## config.mk

```make
export PLATFORM = sky130hd
export DESIGN_NAME = clock_timekeeper_ctrl
export DESIGN_NICKNAME = d
export VERILOG_FILES = /design/src/rtl/clock_timekeeper_ctrl.sv
export SDC_FILE = /design/constraint.sdc
export NUM_CORES = 1
export LEC_CHECK = 0
export ABC_AREA = 0
export CAP_MARGIN = 20
export CORE_MARGIN = 8
export CORE_UTILIZATION = 53
export DETAILED_ROUTE_END_ITERATION = 7
export GPL_TIMING_DRIVEN = 0
export PLACE_DENSITY_LB_ADDON = 0.25
export SYNTH_ARGS = -nofsm -noshare
export SYNTH_HDL_FRONTEND = slang
export SYNTH_SLANG_ARGS = --single-unit
```

## constraint.sdc

```tcl
create_clock -name i_clk -period 2.2 [get_ports i_clk]
set_input_delay 0.33 -clock i_clk [delete_from_list [all_inputs] [get_ports i_clk]]
set_output_delay 0.33 -clock i_clk [all_outputs]
set_load 0.005 [all_outputs]
```

## src/rtl/clock_timekeeper_ctrl.sv

```systemverilog
// Timekeeping controller: divides i_clk into a 1-cycle time-advance enable,
// maintains hh:mm:ss, runs the mode/increment set FSM and a free-running blink.
module clock_timekeeper_ctrl #(
    parameter int SOURCE_CLOCK = 100000000,
    parameter int TICK_HZ      = 1,
    parameter int BLINK_HZ     = 2
) (
    input  logic       i_clk,
    input  logic       i_rst_n,
    input  logic       i_mode,
    input  logic       i_inc,
    output logic [4:0] o_hour,
    output logic [5:0] o_min,
    output logic [5:0] o_sec,
    output logic [1:0] o_state,
    output logic       o_tick,
    output logic       o_blink
);
    localparam int DIV  = SOURCE_CLOCK / TICK_HZ;
    localparam int HALF = SOURCE_CLOCK / (2 * BLINK_HZ);
    localparam int PW   = (DIV  > 1) ? $clog2(DIV)  : 1;
    localparam int BW   = (HALF > 1) ? $clog2(HALF) : 1;

    typedef enum logic [1:0] {
        RUN      = 2'd0,
        SET_HOUR = 2'd1,
        SET_MIN  = 2'd2,
        SET_SEC  = 2'd3
    } state_t;

    state_t          state_q, state_d;
    logic [PW-1:0]   presc_q, presc_d;
    logic [BW-1:0]   blink_cnt_q, blink_cnt_d;
    logic [4:0]      hour_q, hour_d;
    logic [5:0]      min_q, min_d;
    logic [5:0]      sec_q, sec_d;
    logic            tick_q, tick_d;
    logic            blink_q, blink_d;
    logic            adv;

    always_comb begin
        adv         = (state_q == RUN) && (presc_q == PW'(DIV - 1));
        presc_d     = presc_q;
        state_d     = state_q;
        hour_d      = hour_q;
        min_d       = min_q;
        sec_d       = sec_q;
        blink_cnt_d = blink_cnt_q + 1'b1;
        blink_d     = blink_q;

        // Prescaler parks at 0 outside RUN so resuming gives a full period.
        if (state_q != RUN || adv) presc_d = '0;
        else                       presc_d = presc_q + 1'b1;

        // A tick coincident with a mode press still advances, but the pulse is
        // suppressed so o_tick is never seen high outside RUN.
        tick_d = adv && !i_mode;

        if (i_mode) state_d = state_t'(state_q + 2'd1);

        if (adv) begin
            if (sec_q == 6'd59) begin
                sec_d = '0;
                if (min_q == 6'd59) begin
                    min_d  = '0;
                    hour_d = (hour_q == 5'd23) ? 5'd0 : hour_q + 5'd1;
                end else begin
                    min_d = min_q + 6'd1;
                end
            end else begin
                sec_d = sec_q + 6'd1;
            end
        end else if (i_inc && !i_mode) begin
            case (state_q)
                SET_HOUR: hour_d = (hour_q == 5'd23) ? 5'd0 : hour_q + 5'd1;
                SET_MIN:  min_d  = (min_q  == 6'd59) ? 6'd0 : min_q + 6'd1;
                SET_SEC:  sec_d  = (sec_q  == 6'd59) ? 6'd0 : sec_q + 6'd1;
                default:  ;
            endcase
        end

        if (blink_cnt_q == BW'(HALF - 1)) begin
            blink_cnt_d = '0;
            blink_d     = ~blink_q;
        end
    end

    always_ff @(posedge i_clk or negedge i_rst_n) begin
        if (!i_rst_n) begin
            state_q     <= RUN;
            presc_q     <= '0;
            blink_cnt_q <= '0;
            hour_q      <= '0;
            min_q       <= '0;
            sec_q       <= '0;
            tick_q      <= 1'b0;
            blink_q     <= 1'b0;
        end else begin
            state_q     <= state_d;
            presc_q     <= presc_d;
            blink_cnt_q <= blink_cnt_d;
            hour_q      <= hour_d;
            min_q       <= min_d;
            sec_q       <= sec_d;
            tick_q      <= tick_d;
            blink_q     <= blink_d;
        end
    end

    assign o_hour  = hour_q;
    assign o_min   = min_q;
    assign o_sec   = sec_q;
    assign o_state = state_q;
    assign o_tick  = tick_q;
    assign o_blink = blink_q;
endmodule
```

==> summary.md <==
| Metric | Value |
|---|---|
| Sequential cell area fraction in the yosys report | approximately half |
| Post-route setup slack | -86.6 ps |
| Hold/Removal Path Class | primary input to async pin |
| Grt ovf | 0 |
| Synth Cell Area | roughly 3800 sq um |
| Setup CP Type | flop to flop |
| Primary FF master, synth | dfrtp_1 |
| Synthesized flop and latch total | 73 |
| DR DRC count | 0 |
| Dominant cell type by area after synthesis | dfrtp_1 |
| Final setup viols | 10 |
| Reg2reg end | o_min[0] |
| Synth top area share | 48.7% |
| Maximum VDD drop | 485 uV |
| R2R Path Start | presc_q[17] |
| Nets | 437 |
| CP required | ~2400 ps |
| # IOs | 25 |
| Cell family with most CP delay | simple AND/OR/NAND/NOR gates |
| Final Hold Viols | 0 |
| Dpl ws | -332 ps |
| Net Count, Synth | 383 |
| Post-synthesis average cell area | 10.1 sq um |
| Peak Freq | 437 MHz |
| Final ANT Viol Nets | 0 |
| Most common cell after layout, fill and taps aside | dfrtp_1 |
| Clk buf depth | 2 |
| EDFF count, synth | 0 |
| Die Height | 100 um |
| First-pass GRT wire length | 13.0 mm |
| Tmin final | 2290 ps |
| Power per Cell Area | 775 nW/um^2 |
| Startpoint types | flop |
| Core Area | 6830 sq um |
| RSZ-0062 raised after global routing | true |
| Fin util | 67.5% |
| IO Port Bufs | 24 |
| Slew @ Worst Pin | 600 ps |
| Async set or reset register ratio after synthesis | 100% |
| Mapped Cells | 370 |
| Via Count | 2,943 |
| Die width | 100 um |
| Final Slew Violations | 0 |
| Diode count | 0 |
| Total length of routed wires | about 7.7 mm |
| Htree depth | 3 |
| Placer Congestion | 0.806 |
| P_leak | 1.98 nW |
| Synth-to-layout area growth | 22.9% |
| Num CTS Buffers | 9 |
| Critical path buffer and inverter count | 0 |
| GR Util All Layers | 16.0% |
| Crit-path max cell delay | 560 ps |
| Initial antenna violation count | 0 |
| Clk slew on worst S/H paths | 80 ps |
| CTS tree | yes |
| Worst path arrival time | ~2500 ps |
| Num Clock Sinks | 73 |
| Worst-case reg-to-reg path depth | 5 |
| Layout cells sized above 1 | 17.9% |
| Critical path depth in cells | 5 |
| R2r setup slk | -90 ps |
| Period utilization | 104% |
| Worst-path maximum fanout | 3 |
| Worst Setup End Kind | flop |
| Clock Root Buffer | clkbuf_8 |
| Routed wire per std cell | 14.6 um |
| Failing checks | negative setup slack |
| Area contributors post-synth | dfrtp_1, xnor2_1, nor2_1, xor2_1, nand3_1 |
| Largest net degree at the start of global routing | 56 |
| Skew-Pair Late Insertion Delay | around 350 ps |
| Max cap viols | 0 |
| Max Clock Skew | 8.66 ps |
| Starting density of the core | 54.9% |
| Status | finished with violations |
| Rel. slew slack | around 60% |
| Die area | between 10,000 and 15,000 sq um |
| Drt pass-1 iters | 4 |
| Synth cell types | 57 |
| Commonest non-fill, non-tap cells in the layout | dfrtp_1, nor2_1, nand2_1 |
| Filler instances | approximately 520 |
| Rows | 30 |
| DP Wirelength | 5.05 mm |
| Via density per instance | 5.61 |
| Ys Warns | 0 |
| Number of global-route vias before repair | 2,855 |
| CP Cell Sequence | or4b_4 > or4_4 > nor3_4 > or2_4 > mux2_4 |
| Iter 0 DRT Violations | 142 |
| Slowest-stage cell, CP | or4b_4 |
==> kinds of logic after synthesis <==
| family | count (synthesis) | synth area share (%) |
|---|---|---|
| AO/OA/AOI/OAI | 33 | 5.93 |
| buffers and inverters | 14 | 1.47 |
| multiplexers | 12 | 3.87 |
| adder cells (fa/ha/maj) | 9 | 3.00 |
| XOR/XNOR | 47 | 11.0 |
| AND/OR/NAND/NOR | 182 | 26.1 |
| flip-flops | 73 | 48.7 |
==> cell usage after synthesis, types with 2 or more instances <==
cell,number
buf_2,2
dfrtp_1,73
mux2_2,4
and3_1,4
xor2_1,23
nand2_1,29
mux2i_1,4
o211ai_1,3
o21ai_2,2
nor4_1,8
a21oi_1,4
nand2_2,2
mux2_4,4
nor3_1,14
a31oi_1,2
and2_1,5
nand3_1,23
inv_1,9
clkbuf_1,2
xnor2_1,24
ha_1,9
and4_1,4
nor2_1,54
o21ai_0,12
or3_1,3
nand4_1,14
or2_2,3
==> where the power goes <==
group          total (W)  switching [W]  internal (W)
registers        0.00166       0.000184       0.00148
clock network    0.00105       0.000503      0.000546
logic           0.000865       0.000390      0.000474
total            0.00358        0.00108       0.00250
==> sequential cells by signal (all words and copies together) (netlist names) <==
signal,flops
presc_q,27
blink_cnt_q,25
o_min,6
o_sec,6
o_hour,5
o_state,2
o_blink,1
o_tick,1
==> layout make-up <==
class	instances	area, sq um	share of cell area, %
inverters	9	33.8	0.732
multi-input cells	283	2000	43.3
plain buffers	5	27.5	0.597
clock inverters	6	57.6	1.25
repair buffers	43	410	8.90
well taps	96	120	2.60
clock buffers	10	138	2.98
flip-flops and latches	73	1830	39.6
==> worst max-delay path by stage <==
stage | start | end | slack, ps
after floorplan | presc_q[11] | o_min[0] | -50
after global placement | i_rst_n | blink_cnt_q[1] | -1710
after detailed placement | presc_q[0] | presc_q[26] | -330
after CTS | presc_q[17] | o_min[2] | -100
after global routing | presc_q[17] | o_min[0] | -130
final | presc_q[17] | o_min[0] | -90
==> metal layers <==
layer  vias up  track usage (%)  wire length, um
li1       1414                -                -
met1      1460             19.5             3460
met2        54             26.3             3790
met3        15             3.18              279
met4         0             7.79              149
met5         -                0                0
==> timing repair <==
action | in CTS | in global routing
gates cloned | 0 | 0
endpoints found under the hold margin | 18 | 0
resized for setup | 15 | 16
buffers inserted | 12 | 4
setup endpoints to repair | 43 | 43
pin swaps | 10 | 6
hold buffers | 1 | 0
==> per-stage QoR <==
stage	power, W	std cells	hold slack, ps	setup TNS (ps)	instance area [sq um]
final	0.00358	525	398	-501	4610
after floorplan	0.00207	370	34.4	-128	3750
after global placement	0.00245	490	437	-132780	4110
after CTS	0.00356	521	404	-480	4520
after global routing	0.00376	525	435	-1160	4610
after detailed placement	0.00248	492	227	-7560	4140
(Power assumes the default switching activity.)
